[config.mk]
export PLATFORM = sky130hd
export DESIGN_NAME = mips_multicycle_ctrl
export DESIGN_NICKNAME = d
export VERILOG_FILES = /design/src/rtl/mips_ctrl_pkg.sv /design/src/rtl/mips_ctrl_outdec.sv /design/src/rtl/mips_multicycle_ctrl.sv
export SDC_FILE = /design/constraint.sdc
export NUM_CORES = 1
export LEC_CHECK = 0
export CAP_MARGIN = 20
export CORE_MARGIN = 3
export CORE_UTILIZATION = 32
export CTS_CLUSTER_DIAMETER = 120
export DETAILED_ROUTE_END_ITERATION = 16
export PLACE_DENSITY = 0.7
export SYNTH_ARGS = -nofsm -noshare
export SYNTH_HDL_FRONTEND = slang
export SYNTH_SLANG_ARGS = --single-unit
[constraint.sdc]
create_clock -name clk -period 1.7 [get_ports clk]
set_clock_uncertainty 0.1 [all_clocks]
set_input_delay 0.34 -clock clk [delete_from_list [all_inputs] [get_ports clk]]
set_output_delay 0.34 -clock clk [all_outputs]
set_load 0.01 [all_outputs]
[src/rtl/mips_ctrl_pkg.sv]
// Shared encodings for the multicycle MIPS controller: opcodes, ALU-control
// codes, datapath mux selects, FSM states and the control bundle.
package mips_ctrl_pkg;

  localparam logic [5:0] OP_RTYPE = 6'b000000;
  localparam logic [5:0] OP_LW    = 6'b100011;
  localparam logic [5:0] OP_SW    = 6'b101011;
  localparam logic [5:0] OP_BEQ   = 6'b000100;
  localparam logic [5:0] OP_ADDI  = 6'b001000;
  localparam logic [5:0] OP_J     = 6'b000010;

  // ALUOp codes, also decoded by the ALU-control block; 2'b11 is never driven.
  typedef enum logic [1:0] {
    ALUOP_ADD   = 2'b00,
    ALUOP_SUB   = 2'b01,
    ALUOP_FUNCT = 2'b10
  } aluop_e;

  typedef enum logic [1:0] {
    SRCB_REGB    = 2'b00,
    SRCB_FOUR    = 2'b01,
    SRCB_IMM     = 2'b10,
    SRCB_IMM_SH2 = 2'b11
  } alusrcb_e;

  typedef enum logic [1:0] {
    PCSRC_ALURESULT = 2'b00,
    PCSRC_ALUOUT    = 2'b01,
    PCSRC_JUMP      = 2'b10
  } pcsrc_e;

  // Codes 12-15 are left unused and only reachable through a state upset.
  typedef enum logic [3:0] {
    S_FETCH    = 4'd0,
    S_DECODE   = 4'd1,
    S_MEMADR   = 4'd2,
    S_MEMREAD  = 4'd3,
    S_MEMWB    = 4'd4,
    S_MEMWRITE = 4'd5,
    S_EXECUTE  = 4'd6,
    S_ALUWB    = 4'd7,
    S_BRANCH   = 4'd8,
    S_ADDIEXEC = 4'd9,
    S_ADDIWB   = 4'd10,
    S_JUMP     = 4'd11
  } state_e;

  typedef struct packed {
    logic     iord;
    logic     mem_write;
    logic     ir_write;
    logic     reg_dst;
    logic     mem_to_reg;
    logic     reg_write;
    logic     alu_src_a;
    alusrcb_e alu_src_b;
    aluop_e   alu_op;
    pcsrc_e   pc_src;
    logic     pc_write;
    logic     branch;
  } ctrl_t;

  function automatic logic is_supported_op(input logic [5:0] op);
    return (op == OP_RTYPE) || (op == OP_LW) || (op == OP_SW) ||
           (op == OP_BEQ) || (op == OP_ADDI) || (op == OP_J);
  endfunction

endpackage

[src/rtl/mips_ctrl_outdec.sv]
// Moore output decoder: maps the current FSM state to the control bundle.
module mips_ctrl_outdec
  import mips_ctrl_pkg::*;
(
  input  state_e state,
  output ctrl_t  ctrl
);

  // Every control defaults to 0; each state raises only what it needs.
  always_comb begin
    ctrl = '0;
    case (state)
      S_FETCH: begin
        ctrl.alu_src_b = SRCB_FOUR;
        ctrl.alu_op    = ALUOP_ADD;
        ctrl.ir_write  = 1'b1;
        ctrl.pc_write  = 1'b1;
      end
      S_DECODE: begin
        ctrl.alu_src_b = SRCB_IMM_SH2;
        ctrl.alu_op    = ALUOP_ADD;
      end
      S_MEMADR: begin
        ctrl.alu_src_a = 1'b1;
        ctrl.alu_src_b = SRCB_IMM;
        ctrl.alu_op    = ALUOP_ADD;
      end
      S_MEMREAD: begin
        ctrl.iord = 1'b1;
      end
      S_MEMWB: begin
        ctrl.mem_to_reg = 1'b1;
        ctrl.reg_write  = 1'b1;
      end
      S_MEMWRITE: begin
        ctrl.iord      = 1'b1;
        ctrl.mem_write = 1'b1;
      end
      S_EXECUTE: begin
        ctrl.alu_src_a = 1'b1;
        ctrl.alu_src_b = SRCB_REGB;
        ctrl.alu_op    = ALUOP_FUNCT;
      end
      S_ALUWB: begin
        ctrl.reg_dst   = 1'b1;
        ctrl.reg_write = 1'b1;
      end
      S_BRANCH: begin
        ctrl.alu_src_a = 1'b1;
        ctrl.alu_src_b = SRCB_REGB;
        ctrl.alu_op    = ALUOP_SUB;
        ctrl.pc_src    = PCSRC_ALUOUT;
        ctrl.branch    = 1'b1;
      end
      S_ADDIEXEC: begin
        ctrl.alu_src_a = 1'b1;
        ctrl.alu_src_b = SRCB_IMM;
        ctrl.alu_op    = ALUOP_ADD;
      end
      S_ADDIWB: begin
        ctrl.reg_write = 1'b1;
      end
      S_JUMP: begin
        ctrl.pc_src   = PCSRC_JUMP;
        ctrl.pc_write = 1'b1;
      end
      default: ctrl = '0;
    endcase
  end

endmodule

[src/rtl/mips_multicycle_ctrl.sv]
// Multicycle MIPS main controller: state register, next-state logic and the
// reset gating of the write strobes around the Moore output decoder.
module mips_multicycle_ctrl
  import mips_ctrl_pkg::*;
(
  input  logic       clk,
  input  logic       reset,
  input  logic [5:0] Op,
  input  logic       Zero,
  output logic       IorD,
  output logic       MemWrite,
  output logic       IRWrite,
  output logic       RegDst,
  output logic       MemtoReg,
  output logic       RegWrite,
  output logic       ALUSrcA,
  output logic [1:0] ALUSrcB,
  output logic [1:0] ALUOp,
  output logic [1:0] PCSrc,
  output logic       PCEn,
  output logic       IllegalOp,
  output logic [3:0] State
);

  state_e state_q;
  state_e state_d;
  ctrl_t  ctrl;

  // State register; reset parks the machine in FETCH on every edge it is held.
  always_ff @(posedge clk) begin
    if (reset) begin
      state_q <= S_FETCH;
    end else begin
      state_q <= state_d;
    end
  end

  // Next state; Op only matters in DECODE and MEMADR.
  always_comb begin
    state_d = S_FETCH;
    case (state_q)
      S_FETCH:    state_d = S_DECODE;
      S_DECODE: begin
        case (Op)
          OP_LW, OP_SW: state_d = S_MEMADR;
          OP_RTYPE:     state_d = S_EXECUTE;
          OP_BEQ:       state_d = S_BRANCH;
          OP_ADDI:      state_d = S_ADDIEXEC;
          OP_J:         state_d = S_JUMP;
          default:      state_d = S_FETCH;
        endcase
      end
      S_MEMADR:   state_d = (Op == OP_LW) ? S_MEMREAD : S_MEMWRITE;
      S_MEMREAD:  state_d = S_MEMWB;
      S_EXECUTE:  state_d = S_ALUWB;
      S_ADDIEXEC: state_d = S_ADDIWB;
      default:    state_d = S_FETCH;
    endcase
  end

  mips_ctrl_outdec u_outdec (
    .state (state_q),
    .ctrl  (ctrl)
  );

  // Strobes that change architectural state are suppressed while reset is held.
  always_comb begin
    IorD      = ctrl.iord;
    RegDst    = ctrl.reg_dst;
    MemtoReg  = ctrl.mem_to_reg;
    ALUSrcA   = ctrl.alu_src_a;
    ALUSrcB   = ctrl.alu_src_b;
    ALUOp     = ctrl.alu_op;
    PCSrc     = ctrl.pc_src;
    State     = state_q;
    MemWrite  = ctrl.mem_write & ~reset;
    RegWrite  = ctrl.reg_write & ~reset;
    IRWrite   = ctrl.ir_write & ~reset;
    PCEn      = (ctrl.pc_write | (ctrl.branch & Zero)) & ~reset;
    IllegalOp = (state_q == S_DECODE) & ~is_supported_op(Op) & ~reset;
  end

endmodule

==> metrics, run 1 <==
status complete, but fails checks; violated checks setup timing; total CTS buffers 3; HPWL after DPL 1.39 mm; H-tree depth 1; P&R area growth vs syn 139%; initial antenna violation count 0; IO Pins 28; Cells after Synth 69; n_diodes 0; fill cell count 61; unrepaired setup endpoints after global routing yes; crit start category primary input; Req. time, crit path 1260 ps; Synth cell types 29; largest net degree at the start of global routing 9; Crit. End Element output port; max reg flops 4; Compound-Gate Fraction of Synth Area 23.6%; crit path kind in2out; Worst-Skew Late Latency 250 ps; number of synthesized register bits 4; die area 1920 sq um; clock root buffer clkbuf_4; layout cells sized above 1 65.6%; row cnt 12; Post-Syn Area 457 sq um; Crit Path Max Fanout 2; CTS tree built; Synth Area in XOR/XNOR 3.84%; Global Route Usage Sum 25.1%; Clock Sinks 4; first-pass GRT wire length 3.57 mm; placed insts 134; pwr dens 367 nW/um^2; CTS clock-pin slew for the worst setup and hold paths 40 ps; post-route setup slack -325 ps; DR vias 824; number of global-route vias before repair 784; Final Util 89.7%; initial core utilization 37.6%; drt first-iter violations 21; CP arrival 1590 ps; placed inst area 936 sq um; Final Cell Area 1090 sq um; Routed wire per std cell 18.7 um; most common cell after layout, fill and taps aside buf_4; largest family of logic cells by synthesized area simple AND/OR/NAND/NOR gates; Pleak 0.508 nW; Vias per Instance 5.80; simple-gate share of the synthesized area 46.8%; sequential-to-total area share from yosys stat 17.5%; net count after synthesis 78; drt total wl 2.65 mm; Pre-Repair DR Iteration Count 4; Final Setup Violations 6; FMAX 494 MHz; Ys Warns 0; actual slew at the worst max-slew pin 483 ps; Worst slew margin 67.0%; routability cong. 0.810; min-delay worst type in2reg; Max-Cap Viols 0; multiplexer share of the synthesized area 0%; number of I/O port buffers 27; power after layout 0.400 mW; CORE AREA 1220 sq um; antenna-violating nets left 0; most frequent cells in the layout buf_4 (25), buf_6 (12), buf_2 (11); synthesized area per cell 6.62 sq um; peak supply drop 371 uV; DRC viols 0; Adder-Cell Fraction of Synth Area 0%; Layout Cells excl Fill 142; Clock Path Buffers 2; post-route minimum period 2030 ps; final period utilization 119%; Final nets 139; setup tns final -786 ps; Final Hold Fails 0; Die Width 43.8 um; GR Overflow Total 0; Die H 43.8 um; Slew Viols, Final 0
==> per-stage QoR <==
step / setup WS [ps] / hold slack, ps
finish: -325 / 438
global placement: -945 / 547
floorplan: -45.9 / 438
CTS: -329 / 435
global route: -331 / 475
detailed placement: -990 / 562
==> cells by family (layout without fill, tap and decap cells) <==
group	after synthesis	in the layout
AOI/OAI and AO/OA	17	17
xor gates and xnor gates	2	2
buffers and inverters	6	65
DFF	4	4
and+or+nand+nor	40	40
==> final cells by class <==
cell class                 instances  area, sq um  area share (%)
timing repair buffer              61          483            44.3
multi-input combinational         59          469            43.0
sequential                         4         95.1            8.72
clock buffer                       3         22.5            2.06
tap                               14         17.5            1.61
inverter                           1         3.75           0.344
==> where the power goes <==
group	leakage [nW]	total (mW)	switching [mW]	internal (mW)
Clock	0.0138	0.129	0.0489	0.0796
Combinational	0.459	0.174	0.0788	0.0949
Sequential	0.0355	0.0980	0.00502	0.0930
Total	0.508	0.400	0.133	0.267
==> path summary, 6_finish.rpt <==
path / startpoint / to / slack, ps / depth (start not counted)
worst max register to register: State[1] / State[1] / 110 / 6
worst max-delay path: Op[5] / IllegalOp / -330 / 5
worst min register to register: State[2] / State[3] / 550 / 2
worst min-delay path: Op[1] / State[0] / 440 / 5
==> what timing repair did <==
action,in CTS,in global routing
pin swaps,7,5
hold buffers,0,0
resized for setup,99,27
setup endpoints to repair,23,14
setup buffers,4,1
==> Yosys cell counts <==
cell | instances | area share (%)
or4_1 | 2 | 3.3
nor2_1 | 13 | 11
or3_1 | 1 | 1.4
clkbuf_1 | 2 | 1.6
a2111oi_0 | 1 | 1.9
and2b_2 | 1 | 1.9
xor2_1 | 2 | 3.8
a21oi_1 | 6 | 6.6
a211o_2 | 1 | 2.2
nor4_1 | 2 | 2.7
and3_1 | 2 | 2.7
a311oi_1 | 1 | 1.9
o211ai_1 | 1 | 1.6
inv_1 | 1 | 0.82
a211oi_1 | 1 | 1.6
o21ai_0 | 4 | 4.4
o31ai_1 | 1 | 1.6
or4_2 | 1 | 1.9
a21o_1 | 1 | 1.6
clkbuf_8 | 1 | 3.0
buf_2 | 1 | 1.1
nor3_1 | 7 | 7.7
nand3_1 | 1 | 1.1
nand2_1 | 3 | 2.5
dfxtp_1 | 4 | 18
nand2b_1 | 5 | 6.8
buf_4 | 1 | 1.6
nand3_2 | 1 | 2.2
nor4b_1 | 1 | 1.9
==> worst max-delay path, stage by stage <==
cell     delay, ps
buf_6           90
or4_4          520
a211o_4        340
and3_4         180
buf_6          110
==> per-layer routing <==
metal / GRT usage, % / wire (um) / vias to the layer above
met5: 0 / 0 / -
met4: 13.3 / 49 / 0
met3: 5.39 / 211 / 8
met2: 46.8 / 1380 / 46
met1: 25.3 / 1020 / 397
li1: - / - / 373
No activity file was read; power rests on OpenSTA's default activity.
==> run 2: changes to the inputs <==
--- a/config.mk
+++ b/config.mk
@@ -7,10 +7,10 @@
 export LEC_CHECK = 0
 export CAP_MARGIN = 20
 export CORE_MARGIN = 3
-export CORE_UTILIZATION = 32
+export CORE_UTILIZATION = 28
 export CTS_CLUSTER_DIAMETER = 120
 export DETAILED_ROUTE_END_ITERATION = 16
-export PLACE_DENSITY = 0.7
+export PLACE_DENSITY = 0.62
 export SYNTH_ARGS = -nofsm -noshare
 export SYNTH_HDL_FRONTEND = slang
 export SYNTH_SLANG_ARGS = --single-unit
==> constraint.sdc (replaced) <==
create_clock -name clk -period 1.75 [get_ports clk]
set_clock_uncertainty 0.1 [all_clocks]
set_input_delay 0.35 -clock clk [delete_from_list [all_inputs] [get_ports clk]]
set_output_delay 0.35 -clock clk [all_outputs]
set_load 0.01 [all_outputs]
==> metrics, run 2 (synthesis gave the netlist of run 1 again) <==
Routed wire per std cell 13.8 um (was 18.7 um); max reg flops 4 (unchanged); reg2reg end State[1] (unchanged); crit path kind in2out (unchanged); post-route minimum period 1980 ps; FMAX 504 MHz; peak supply drop 292 uV (was 371 uV); routability cong. 0.759 (was 0.810); initial antenna violation count 0 (unchanged); pre-CTS setup slack -925 ps (was -990 ps); Vias per Instance 5.29 (was 5.80); number of global-route vias before repair 686 (was 784); P&R area growth vs syn 134% (was 139%); Crit Path Max Fanout 2 (unchanged); Hold Path End State[3] (was State[0]); most common cell after layout, fill and taps aside buf_4 (unchanged); Max-Cap Viols 0 (unchanged); Worst slew margin 74.8% (was 67.0%); H-tree depth 1 (unchanged); Die Width 46.4 um (was 43.8 um); GR Overflow Total 0 (unchanged); FF-to-FF setup slack 190 ps (was 110 ps); pwr dens 341 nW/um^2 (was 367 nW/um^2); status complete, but fails checks (unchanged); Max stage delay on crit path 510 ps (was 520 ps); crit start category primary input (unchanged); Final Cell Area 1070 sq um (was 1090 sq um); Hold Path Origin State[2] (was Op[1]); IO Pins 28 (unchanged); drt first-iter violations 11 (was 21); number of I/O port buffers 27 (unchanged); unrepaired setup endpoints after global routing yes (unchanged); most frequent cells in the layout buf_4 (31), buf_2 (10), nor2_1 (9), buf_6 (9), clkbuf_2 (7) (was buf_4 (25), buf_6 (12), buf_2 (11)); min-delay worst type reg2reg (was in2reg); HPWL after DPL 1.34 mm (was 1.39 mm); CTS tree built (unchanged); CP arrival 1530 ps (was 1590 ps); DRC viols 0 (unchanged); worst hold slack 424 ps (was 438 ps); die area 2150 sq um (was 1920 sq um); worst hold path stage count 1 (was 5); Final nets 142 (was 139); CP cell instances buf_6 -> or4_4 -> a211o_2 -> and3_4 -> buf_6 (was buf_6 -> or4_4 -> a211o_4 -> and3_4 -> buf_6); clock root buffer clkbuf_4 (unchanged); post-route setup slack -233 ps (was -325 ps); Global Route Usage Sum 18.2% (was 25.1%); Clock Sinks 4 (unchanged); cell at the slowest stage of the critical path or4_4 (unchanged); actual slew at the worst max-slew pin 368 ps (was 483 ps); antenna-violating nets left 0 (unchanged); largest net degree at the start of global routing 9 (unchanged); total CTS buffers 3 (unchanged); power after layout 0.364 mW (was 0.400 mW); drt total wl 2.02 mm (was 2.65 mm); Final Hold Fails 0 (unchanged); CTS clock-pin slew for the worst setup and hold paths 40 ps (about the same); DR vias 772 (was 824); Slew Viols, Final 0 (unchanged); row cnt 13 (was 12); Clock Path Buffers 2 (unchanged); Worst-Skew Late Latency 230 ps (was 250 ps); initial core utilization 32.3% (was 37.6%); n_diodes 0 (unchanged); Req. time, crit path 1300 ps (was 1260 ps); Pre-Repair DR Iteration Count 4 (unchanged); placed inst area 952 sq um (was 936 sq um); cell depth of the worst flop-to-flop path 7 (was 6); Worst path most repeated cell buf_6 (unchanged); Crit. End Element output port (unchanged); Pleak 0.546 nW (was 0.508 nW); Final Util 75.4% (was 89.7%); final period utilization 113%; reg2reg start State[1] (unchanged); CORE AREA 1420 sq um (was 1220 sq um); first-pass GRT wire length 2.91 mm (was 3.57 mm); Final Setup Violations 4 (was 6); Die H 46.4 um (was 43.8 um); hold buffer count at cts 0 (unchanged); violated checks setup timing (unchanged); layout cells sized above 1 62.6% (was 65.6%)
## run 2: changes by cell type in the layout (fill, tap and decap cells not counted), moves of 2 or more
| cell | delta |
|---|---|
| dlymetal6s2s_1 | +2 |
| nor3_1 | +2 |
| dlygate4sd2_1 | -2 |
| clkbuf_2 | +3 |
| clkdlybuf4s15_2 | -2 |
| buf_4 | +6 |
| buf_6 | -3 |
| nor3_2 | -3 |
## run 2: power by group
part           switching (mW)  internal [mW]  leakage [nW]  total (mW)
logic                  0.0619         0.0866         0.497       0.149
registers             0.00780         0.0904        0.0355      0.0982
clock network          0.0407         0.0769        0.0138       0.118
total                   0.110          0.254         0.546       0.364
## run 2: area by class of cell
class / count / area, sq um
fill: 105 / 348
inverter: 1 / 3.75
sequential: 4 / 95.1
timing repair buffer: 64 / 489
tap: 15 / 18.8
clock buffer: 3 / 22.5
multi-input combinational: 59 / 438
## run 2: per-stage QoR
step                cells  TNS [ps]
detailed placement    137     -5170
floorplan              69     -15.9
CTS                   143      -290
global placement      137     -5050
global route          146      -545
finish                146      -349
## run 2: worst max-delay path, delay by kind of cell
| family | cells | cell delay (ps) |
|---|---|---|
| and+or+nand+nor | 2 | 680 |
| AOI/OAI and AO/OA | 1 | 300 |
| buffers and inverters | 2 | 200 |
## run 2: how the worst max path moves through the flow
stage                from  slack (ps)        end
detailed placement  Op[0]        -930  IllegalOp
global route        Op[1]        -250  IllegalOp
finish              Op[1]        -230  IllegalOp
global placement    Op[0]        -920  IllegalOp
CTS                 Op[5]        -270  IllegalOp
floorplan           Op[0]         -20  IllegalOp
## run 2: metal layers
metal / global-route usage, % / vias to the layer above / part of all wire [%]
li1: - / 380 / -
met1: 21.1 / 355 / 37
met4: 3.41 / 0 / 2.3
met5: 0 / - / 0
met3: 2.34 / 7 / 7.7
met2: 34.9 / 30 / 53
## run 2: timing repair
action / in CTS / in global routing
pin swaps: 4 / 11
endpoints found under the setup margin: 22 / 15
gates resized for setup: 85 / 34
setup buffers: 3 / 4
